===== src/rtl/serial_addsub_pkg.sv =====
// Shared definitions for the bit-serial add/sub unit: FSM encoding
// and the operation-counter width helper.
package serial_addsub_pkg;

   typedef enum logic [1:0] {
      IDLE = 2'b00,
      RUN  = 2'b01,
      DONE = 2'b10
   } state_t;

   function automatic int cnt_width(input int w);
      return (w > 1) ? $clog2(w) : 1;
   endfunction

endpackage


===== src/rtl/serial_addsub_bit.sv =====
// One add/sub cell plus its carry flop; the carry is preloaded with
// the initial cin on load and advanced on every enabled cycle.
module serial_addsub_bit (
   input  logic clk,
   input  logic reset,
   input  logic load,
   input  logic cin_init,
   input  logic en,
   input  logic op,
   input  logic a_i,
   input  logic b_i,
   output logic sumdiff,
   output logic cin,
   output logic cout
);

   logic carry_q;
   logic carry_d;
   logic bx;

   // Subtract is a + ~b + 1; the +1 arrives through the preloaded carry.
   assign bx      = b_i ^ op;
   assign sumdiff = a_i ^ bx ^ carry_q;
   assign cout    = (a_i & bx) | (carry_q & (a_i ^ bx));
   assign cin     = carry_q;

   always_comb begin
      carry_d = carry_q;
      if (load)
         carry_d = cin_init;
      else if (en)
         carry_d = cout;
   end

   always_ff @(posedge clk or posedge reset) begin
      if (reset)
         carry_q <= 1'b0;
      else
         carry_q <= carry_d;
   end

endmodule


===== src/rtl/serial_addsub_unit.sv =====
// Bit-serial WIDTH-bit adder/subtractor with start/done handshake.
// Optional running accumulate via SERIAL_ADDSUB_UNIT_ACCUM_EN.
module serial_addsub_unit
   import serial_addsub_pkg::*;
#(
   parameter int WIDTH = 8
) (
   input  logic             clk,
   input  logic             reset,
   input  logic             start,
   input  logic             addsub,
`ifdef SERIAL_ADDSUB_UNIT_ACCUM_EN
   input  logic             accum,
`endif
   input  logic [WIDTH-1:0] a,
   input  logic [WIDTH-1:0] b,
   output logic             busy,
   output logic             done,
   output logic [WIDTH-1:0] result,
   output logic             cout,
   output logic             overflow
);

   localparam int CW = cnt_width(WIDTH);

   state_t           state_q, state_d;
   logic [WIDTH-1:0] sa_q, sa_d;
   logic [WIDTH-1:0] sb_q, sb_d;
   logic [WIDTH-2:0] sh_q, sh_d;
   logic [WIDTH-1:0] result_q, result_d;
   logic [CW-1:0]    count_q, count_d;
   logic             op_q, op_d;
   logic             cout_q, cout_d;
   logic             ovf_q, ovf_d;
   logic             accept;
   logic             bit_en;
   logic             bit_sum;
   logic             bit_cin;
   logic             bit_cout;
   logic [WIDTH-1:0] a_src;

`ifdef SERIAL_ADDSUB_UNIT_ACCUM_EN
   assign a_src = accum ? result_q : a;
`else
   assign a_src = a;
`endif

   assign accept = start && (state_q == IDLE || state_q == DONE);

   serial_addsub_bit u_bit (
      .clk      (clk),
      .reset    (reset),
      .load     (accept),
      .cin_init (addsub),
      .en       (bit_en),
      .op       (op_q),
      .a_i      (sa_q[0]),
      .b_i      (sb_q[0]),
      .sumdiff  (bit_sum),
      .cin      (bit_cin),
      .cout     (bit_cout)
   );

   always_comb begin
      state_d  = state_q;
      sa_d     = sa_q;
      sb_d     = sb_q;
      sh_d     = sh_q;
      result_d = result_q;
      count_d  = count_q;
      op_d     = op_q;
      cout_d   = cout_q;
      ovf_d    = ovf_q;
      bit_en   = 1'b0;
      unique case (state_q)
         RUN: begin
            bit_en         = 1'b1;
            sa_d           = sa_q >> 1;
            sb_d           = sb_q >> 1;
            sh_d           = sh_q >> 1;
            sh_d[WIDTH-2]  = bit_sum;
            count_d        = count_q + 1'b1;
            // Last bit: publish the whole word at once.
            if (count_q == CW'(WIDTH - 1)) begin
               result_d = {bit_sum, sh_q};
               cout_d   = bit_cout;
               ovf_d    = bit_cin ^ bit_cout;
               state_d  = DONE;
            end
         end
         DONE:    state_d = IDLE;
         default: state_d = IDLE;
      endcase
      if (accept) begin
         sa_d    = a_src;
         sb_d    = b;
         op_d    = addsub;
         count_d = '0;
         state_d = RUN;
      end
   end

   always_ff @(posedge clk or posedge reset) begin
      if (reset) begin
         state_q  <= IDLE;
         sa_q     <= '0;
         sb_q     <= '0;
         sh_q     <= '0;
         result_q <= '0;
         count_q  <= '0;
         op_q     <= 1'b0;
         cout_q   <= 1'b0;
         ovf_q    <= 1'b0;
      end else begin
         state_q  <= state_d;
         sa_q     <= sa_d;
         sb_q     <= sb_d;
         sh_q     <= sh_d;
         result_q <= result_d;
         count_q  <= count_d;
         op_q     <= op_d;
         cout_q   <= cout_d;
         ovf_q    <= ovf_d;
      end
   end

   assign busy     = (state_q == RUN);
   assign done     = (state_q == DONE);
   assign result   = result_q;
   assign cout     = cout_q;
   assign overflow = ovf_q;

endmodule


===== config.mk =====
export PLATFORM = sky130hd
export DESIGN_NAME = serial_addsub_unit
export DESIGN_NICKNAME = d
export VERILOG_FILES = /design/src/rtl/serial_addsub_pkg.sv /design/src/rtl/serial_addsub_bit.sv /design/src/rtl/serial_addsub_unit.sv
export SDC_FILE = /design/constraint.sdc
export NUM_CORES = 1
export LEC_CHECK = 0
export BUFFER_PORTS_ARGS = -buffer_cell sky130_fd_sc_hd__buf_2
export CORE_ASPECT_RATIO = 1.25
export CORE_UTILIZATION = 25
export CTS_BUF_LIST = sky130_fd_sc_hd__clkbuf_16
export DETAILED_ROUTE_END_ITERATION = 16
export GPL_TIMING_DRIVEN = 1
export PLACE_DENSITY = 0.41
export SYNTH_ARGS = -nofsm -noshare
export SYNTH_HDL_FRONTEND = slang
export SYNTH_SLANG_ARGS = --single-unit

===== constraint.sdc =====
create_clock -name clk -period 1.96 [get_ports clk]
set_input_delay 0.098 -clock clk [delete_from_list [all_inputs] [get_ports clk]]
set_output_delay 0.098 -clock clk [all_outputs]
set_load 0.01 [all_outputs]

==> results of run 1 <==
worst min-delay path by stage:
stage / cells after the start / endpoint / start
floorplan: 2 / op_q$_DFFE_PP0P_ / addsub
global placement: 3 / result[0]$_DFFE_PP0P_ / reset
detailed placement: 3 / result[0]$_DFFE_PP0P_ / reset
CTS: 2 / sa_q[7]$_DFFE_PP0P_ / a[7]
global route: 2 / sb_q[7]$_DFFE_PP0P_ / b[7]
finish: 3 / op_q$_DFFE_PP0P_ / addsub
cell families after synthesis:
kind of cell / Yosys count / share of synthesized area, %
flops: 40 / 56.26
fa+ha+maj: 3 / 2.531
mux: 13 / 8.509
buf+inv: 15 / 4.852
xor+xnor: 3 / 1.477
simple gates: 57 / 15.54
compound gates: 31 / 10.83
registers in the layout, summed over array words and instances (netlist names):
name	flops
sb_q	8
sh_q	7
state_q	2
cout	1
u_bit.cin	1
sa_q	8
overflow	1
result	8
count_q	3
op_q	1
metal layers:
layer  up-vias  track usage (%)  part of all wire [%]
met2        28            19.25                    46
li1        626                -                     -
met5         -                0                     0
met4         0            4.717                   1.1
met1       591            13.77                    49
met3         5            3.223                   4.1
worst max-delay path, stage by stage (launching register included):
cell and delay [ns]:
dfrtp_1 0.60, nand2b_4 0.08, inv_2 0.16, buf_4 0.20, buf_2 0.15
cell usage in the layout, fill, tap and decap left out:
master	synthesis	routed
a211oi_1	5	5
a21oi_1	6	6
a22o_1	3	3
buf_2	6	31
buf_4	2	6
bufinv_16	0	1
clkbuf_16	0	5
clkinv_2	0	1
dfrtp_1	40	40
dlygate4sd3_1	0	1
fa_1	1	1
ha_1	2	2
inv_1	4	5
inv_2	1	1
mux2_2	5	5
mux2_4	3	3
mux2i_1	5	5
nand2_1	27	27
nand2b_1	3	3
nand2b_4	1	1
nand3_1	1	1
nand3b_4	1	1
nor2_1	9	9
nor2b_1	7	7
nor3_1	8	8
o211ai_1	1	1
o21ai_0	7	7
o22ai_1	9	9
xnor2_1	2	2
xor2_1	1	1
layout make-up:
| cell class | instances | area share (%) |
|---|---|---|
| inverters | 5 | 0.8537 |
| clock inverters | 3 | 1.764 |
| clock buffers | 5 | 5.692 |
| well taps | 90 | 5.122 |
| flip-flops and latches | 40 | 45.53 |
| multi-input cells | 107 | 31.47 |
| repair buffers | 38 | 9.562 |
metrics by stage:
stage | instances | worst slack (ns)
2_1_floorplan | 162 | 0.5164
3_3_place_gp | 279 | 0.4622
3_5_place_dp | 279 | 0.4452
4_1_cts | 288 | 0.3838
5_1_grt | 288 | 0.3337
6_report | 288 | 0.3877
report_power, final:
group          internal [mW]  total, mW  switching [mW]
registers               1.22       1.48           0.261
logic                  0.631       1.33           0.696
clock network          0.594      0.924           0.330
==> impl_metrics.ini, run 1 <==
[global_routing]
grt_pass1_wl_um = 6437
antenna_found_initial = 0
grt.overflow.total = 0
grt_max_degree = 41
track_usage_pct = 11.44
grt_pass1_vias = 1273

[worst_setup_path]
worst-setup-path-type = register to output port
cp.arrival_ns = 1.47
r2r_cells = 4
worstSetupStartpoint = state_q[0]$_DFFE_PP0P_
endpoint = busy
ff2ff_setup_slack_ns = 0.47
end_kind = output port
reg2reg_from = count_q[0]$_DFFE_PP0P_
critPathLaunchType = register
worstPathMaxFanout = 10
cp_data_required_time_ns = 1.86
r2r_end = result[3]$_DFFE_PP0P_

[job]
maxCapViolations = 0

[logic_synthesis]
synth_area_leaders = dfrtp_1, nand2_1, mux2_2, o22ai_1, mux2i_1
ys_seq_area_share_pct = 56.26
synth_edf_count = 0
synthArstFlopShare_pct = 100.0
yosys_warnings = 0
yosysMostFrequentCell = dfrtp_1
synth_top_area_share_pct = 56.26
netlist_area_um2 = 1779
syn_nets = 185
synth_ff_type = dfrtp_1
avgSynthCellArea_um2 = 10.98
netlist_top_cells_count = dfrtp_1, nand2_1, nor2_1, o22ai_1, nor3_1
syn_inst = 162
synth_area_leader_cell = dfrtp_1
ys_seq_elements = 40
synth_cell_type_count = 27

[die]
fp.dieH_um = 96.32
io_pins = 32
die_w_um = 77.46
core_um2 = 6934
dieArea_um2 = 7460
rows = 34
start_util_pct = 25.66

[timing]
fin_worst_skew_ns = 0.005632
slew_viol_final = 0
tightest_slew_ns = 0.5216
rsz0062_at_grt = false
max_freq_mhz = 636.0
timing.hold.ws_ns = 0.05666
fin_crit_ns = 1.572
fin_tns_setup_ns = 0
max_slew_margin_pct = 65.22
final_hold_viol_count = 0
final-setup-viol-count = 0
finalCritPeriodShare_pct = 80.22

[pwr]
p_total_mw = 3.732
power_density_nw_per_um2 = 1698
ir_drop_mv = 0.5115
leakagePower_nw = 1.054

[detailed_routing]
via_per_inst = 4.340
ant_nets = 0
vias = 1250
routed_wl_um = 3790
first_iter_violations = 41
wire_per_inst_um = 13.16
drc = 0
firstDrtPassIters = 4

[clock_network]
ctsRootBufferMaster = clkbuf_16
cts_max_level = 2
cts_hold_buf = 1
ctsResizeCount = 0
clk_path_buf_depth = 2
insertion_delay_ns = 0.28
cts.reportedPaths.clkPinSlew_ns = 0.06
cts_buffers = 5
cts_tree = yes
cts_sinks = 40
postCtsSetupRepairBufs = 0

[placed_design]
gp_congestion = 0.6836
place_area_um2 = 2024
port_buffers = 31
dp_hpwl_um = 2527

[finish]
finish.utilization_pct = 31.70
register_area_um2 = 1001
area_growth_pct = 23.56
layout-drive-gt1-share_pct = 27.78
num_antenna_cells = 0
final_area_um2 = 2198
layout.nets = 220
multi_input_area_um2 = 691.9
n_fill_cell = 693

[min_path]
hp-class = input pin to register

[outcome]
status = complete, no violations
Power figures use the tool's default switching activity.
==> inputs of run 2 (changes only) <==
- ABC_AREA: default -> 1
- PLACE_DENSITY: 0.41 -> 0.42
- clock period: 1.96 -> 1.4 ns (I/O delays scaled with it)
==> impl_metrics.ini, run 2 <==
[outcome]
status = complete, no violations

[timing]
finalCritPeriodShare_pct = 94.23
fin_worst_skew_ns = 0.001871
fin_crit_ns = 1.319
tightest_slew_ns = 0.5324
timing.hold.ws_ns = 0.01673
slew_viol_final = 0
max_freq_mhz = 758.0
max_slew_margin_pct = 64.51
final-setup-viol-count = 0
fin_tns_setup_ns = 0
postLayoutSetupSlackWorst_ns = 0.08071
rsz0062_at_grt = false
final_hold_viol_count = 0

[finish]
num_antenna_cells = 0
n_fill_cell = 767
layout-drive-gt1-share_pct = 22.93
final_common_cell = nand2_1
final_area_um2 = 2317
layout.nets = 288
layout_common_cells = nand2_1, dfrtp_1, inv_1
register_area_um2 = 1001
multi_input_area_um2 = 691.9
area_growth_pct = 23.55

[min_path]
hold_end = sa_q[7]$_DFFE_PP0P_
hold_depth = 3
min_from = a[7]
hp-class = input pin to register

[logic_synthesis]
synth_area_leader_cell = dfrtp_1
ys_seq_area_share_pct = 53.37
synth_cell_type_count = 20
netlist_top_cells_count = nand2_1, dfrtp_1, inv_1, nand3_1
netlist_area_um2 = 1876
synth_edf_count = 0
avgSynthCellArea_um2 = 8.448
syn_inst = 222
syn_nets = 245
synth_ff_type = dfrtp_1
yosysMostFrequentCell = nand2_1
ys_seq_elements = 40
synth_top_area_share_pct = 53.37
synth_area_leaders = dfrtp_1, nand2_1, inv_1, nand3_1, o21ai_2
synthArstFlopShare_pct = 100.0
yosys_warnings = 0

[clock_network]
clk_path_buf_depth = 2
cts.reportedPaths.clkPinSlew_ns = 0.06
cts_sinks = 40
insertion_delay_ns = 0.28
cts_buffers = 5
ctsRootBufferMaster = clkbuf_16
cts_tree = yes
cts_max_level = 2

[die]
fp.dieH_um = 98.84
io_pins = 32
dieArea_um2 = 7855
rows = 34
die_w_um = 79.47
start_util_pct = 26.40
core_um2 = 7104

[detailed_routing]
first_iter_violations = 63
vias = 1448
firstDrtPassIters = 4
drc = 0
via_per_inst = 4.067
ant_nets = 0
routed_wl_um = 3901
wire_per_inst_um = 10.96

[global_routing]
track_usage_pct = 10.77
grt.overflow.total = 0
grt_pass1_vias = 1367
grt_pass1_wl_um = 6506
antenna_found_initial = 0
grt_max_degree = 41

[placed_design]
place_area_um2 = 2161
pre_cts_ws_ns = 0.08200
dp_hpwl_um = 2597
port_buffers = 31
gp_congestion = 0.6500

[worst_setup_path]
cp_data_required_time_ns = 1.57
cp.arrival_ns = 1.49
ff2ff_setup_slack_ns = 0.08
critPathLaunchType = register
worst-setup-path-type = register to register
worstPathMaxFanout = 3
reg2reg_from = op_q$_DFFE_PP0P_
r2r_cells = 5
r2r_end = overflow$_DFFE_PP0P_
end_kind = register

[pwr]
p_total_mw = 5.248
ir_drop_mv = 0.6423
leakagePower_nw = 1.290
power_density_nw_per_um2 = 2265

[job]
maxCapViolations = 0
[run 2: changes by cell type in the layout (fill, tap and decap cells not counted), sizes merged, moves of 7 or more]
cell / before / now
nand2: 27 / 92
inv: 6 / 38
nand3: 1 / 21
o21ai: 7 / 17
o22ai: 9 / 0
mux2: 8 / 0
nor3: 8 / 0
nor2b: 7 / 0
[run 2: routing by layer]
metal | track usage (%) | vias to the layer above | part of all wire [%]
li1 | - | 757 | -
met1 | 14.39 | 654 | 51
met2 | 16.70 | 33 | 44
met3 | 3.056 | 4 | 3.9
met4 | 3.357 | 0 | 0.97
met5 | 0 | - | 0
[run 2: power breakdown]
part	internal [mW]	switching, mW	leakage [nW]	total, mW
sequential	1.70	0.275	0.503	1.97
combinational	0.872	1.33	0.713	2.21
clock	0.641	0.431	0.0738	1.07
total	3.21	2.04	1.29	5.25
[run 2: repair_timing]
item                      in CTS  in global routing
resized for setup              0                  0
hold buffers                   2                  0
hold endpoints to repair      41                  0
buffers inserted               0                  0
[run 2: cell type report]
cell class,count,share of cell area [%]
Clock buffer,5,5.400
Clock inverter,3,0.4860
Inverter,36,6.048
Multi-Input combinational cell,141,29.86
Sequential cell,40,43.20
Tap cell,90,4.860
Timing Repair Buffer,41,10.15
[run 2: worst max path at each step]
stage	startpoint	endpoint	slack, ns	cells past startpoint
final	op_q$_DFFE_PP0P_	overflow$_DFFE_PP0P_	0.08	5
after global routing	op_q$_DFFE_PP0P_	overflow$_DFFE_PP0P_	0.01	5
after CTS	op_q$_DFFE_PP0P_	overflow$_DFFE_PP0P_	0.07	5
after detailed placement	op_q$_DFFE_PP0P_	overflow$_DFFE_PP0P_	0.08	5
after global placement	op_q$_DFFE_PP0P_	overflow$_DFFE_PP0P_	0.09	5
after floorplan	op_q$_DFFE_PP0P_	overflow$_DFFE_PP0P_	0.14	5
[run 2: cells by family after synthesis]
logic type / after synthesis / synth area share [%]
buffers and inverters: 41 / 9.740
flip-flops: 40 / 53.37
AO/OA/AOI/OAI: 18 / 6.404
adder cells (fa/ha/maj): 3 / 2.401
AND/OR/NAND/NOR: 118 / 27.15
XOR/XNOR: 2 / 0.9341
[run 2: stage by stage]
step	util (%)	instances
after floorplan	-	222
after global placement	30.42	346
after detailed placement	30.42	346
after CTS	32.62	356
after global routing	32.62	356
final	32.62	356
[run 2: worst max-delay path, cell delays in order, from the launching register on]
cell	delay, ns
dfrtp_1	0.39
xnor2_1	0.14
fa_1	0.44
xnor2_1	0.15
nand2_1	0.05
nand2_1	0.04
==> inputs of run 3 (changes only) <==
- CORE_ASPECT_RATIO: 1.25 -> default
- GPL_ROUTABILITY_DRIVEN: default -> 0
- SKIP_CTS_REPAIR_TIMING: default -> 1
==> impl_metrics.ini, run 3 (synthesis gave the netlist of run 2 again) <==
[pwr]
clockPowerShare_pct = 23.8
p_total_mw = 5.455
seqPwrFrac_pct = 36.5
intPower_mw = 3.395
power_frac_comb_pct = 39.7
leakagePower_nw = 1.284
p_sw_share_pct = 37.77
ir_drop_mv = 0.6509
p_switching_mw = 2.060
power_density_nw_per_um2 = 2325

[worst_setup_path]
critPathLaunchType = register
cp.arrival_ns = 1.49
worst-setup-path-type = register to register
cp_data_required_time_ns = 1.57
worstPathMaxFanout = 3
end_kind = register

[detailed_routing]
ant_nets = 0
first_iter_violations = 73
drc = 0
via_per_inst = 3.959
firstDrtPassIters = 4
routed_wl_um = 3778
wire_per_inst_um = 10.41
vias = 1437

[timing]
tightest_slew_ns = 0.5328
final-setup-viol-count = 0
fin_tns_setup_ns = 0
fin_crit_ns = 1.318
rsz0062_at_grt = false
max_slew_margin_pct = 64.48
final_hold_viol_count = 0
max_freq_mhz = 758.8
fin_worst_skew_ns = 0.006847
finalCritPeriodShare_pct = 94.14
slew_viol_final = 0

[min_path]
hp-class = input pin to register

[clock_network]
cts_sinks = 40
cts_max_level = 2
cts.reportedPaths.clkPinSlew_ns = 0.06
cts_tree = yes
clk_path_buf_depth = 2
ctsRootBufferMaster = clkbuf_16
insertion_delay_ns = 0.28
cts_buffers = 5

[global_routing]
grt.overflow.total = 0
track_usage_pct = 11.05
antenna_found_initial = 0
grt_max_degree = 41
grt_pass1_wl_um = 6423
grt_pass1_vias = 1357

[finish]
layout-drive-gt1-share_pct = 24.62
layout_common_cells = nand2_1, dfrtp_1, inv_1
fin_cells = 363
final_common_cell = nand2_1
area_growth_pct = 25.08
layout.nets = 286
num_antenna_cells = 0
n_fill_cell = 785

[outcome]
status = complete, no violations

[die]
io_pins = 32
fp.dieH_um = 88.62
start_util_pct = 25.86
die_w_um = 88.62
dieArea_um2 = 7853
rows = 31
core_um2 = 7253

[placed_design]
dp.cells = 354
dp_hpwl_um = 2570
port_buffers = 31

[job]
maxCapViolations = 0
-- run 3: final cells by class --
type                            instances  area (um2)  share of cell area [%]
Clock buffer                            5       125.1                   5.333
Timing Repair Buffer                   39       217.7                   9.280
Tap cell                               99       123.9                   5.280
Multi-Input combinational cell        141       694.4                   29.60
Clock inverter                          3       42.54                   1.813
Sequential cell                        40        1002                   42.72
Inverter                               36       140.1                   5.973
-- run 3: power groups by stage --
stage | clock network [mW] | logic, mW | registers, mW
floorplan | 0 | 1.61 | 2.00
global placement | 0 | 2.22 | 2.01
detailed placement | 0 | 2.22 | 2.00
CTS | 1.33 | 2.23 | 1.99
global route | 1.39 | 2.52 | 2.06
finish | 1.30 | 2.17 | 1.99
-- run 3: worst paths after layout --
path | from | endpoint | slack, ns | cells after the start
hold reg to reg | sb_q[7]$_DFFE_PP0P_ | sb_q[7]$_DFFE_PP0P_ | 0.47 | 2
min in group asynchronous | reset | result[4]$_DFFE_PP0P_ | 0.46 | 4
max in group asynchronous | reset | state_q[0]$_DFFE_PP0P_ | 0.55 | 4
setup reg to reg | sb_q[0]$_DFFE_PP0P_ | overflow$_DFFE_PP0P_ | 0.08 | 5
setup / recovery | sb_q[0]$_DFFE_PP0P_ | overflow$_DFFE_PP0P_ | 0.08 | 5
hold / removal | a[7] | sa_q[7]$_DFFE_PP0P_ | 0.009 | 3
-- run 3: critical path, cell delays in order, from the launching register on --
cell,delay [ns]
dfrtp_1,0.39
xnor2_1,0.14
fa_1,0.44
xnor2_1,0.15
nand2_1,0.05
nand2_1,0.04
-- run 3: per-layer routing --
| layer | global-route usage [%] | vias up | routed length, um |
|---|---|---|---|
| li1 | - | 755 | - |
| met1 | 15.60 | 648 | 1986 |
| met5 | 0 | - | 0 |
| met2 | 16.29 | 30 | 1600 |
| met3 | 2.892 | 4 | 153 |
| met4 | 3.959 | 0 | 38 |
-- run 3: metrics by stage --
| step | util, % | hold WS, ns | instance area (um2) | setup slack [ns] |
|---|---|---|---|---|
| after global routing | 32.34 | 0.03950 | 2346 | 0.005878 |
| after CTS | 32.15 | -0.05575 | 2332 | 0.02246 |
| final | 32.34 | 0.008616 | 2346 | 0.08207 |
| after global placement | 29.84 | 0.2395 | 2165 | 0.09137 |
| after floorplan | - | 0.1866 | 1876 | 0.1382 |
| after detailed placement | 29.84 | 0.2384 | 2165 | 0.07821 |
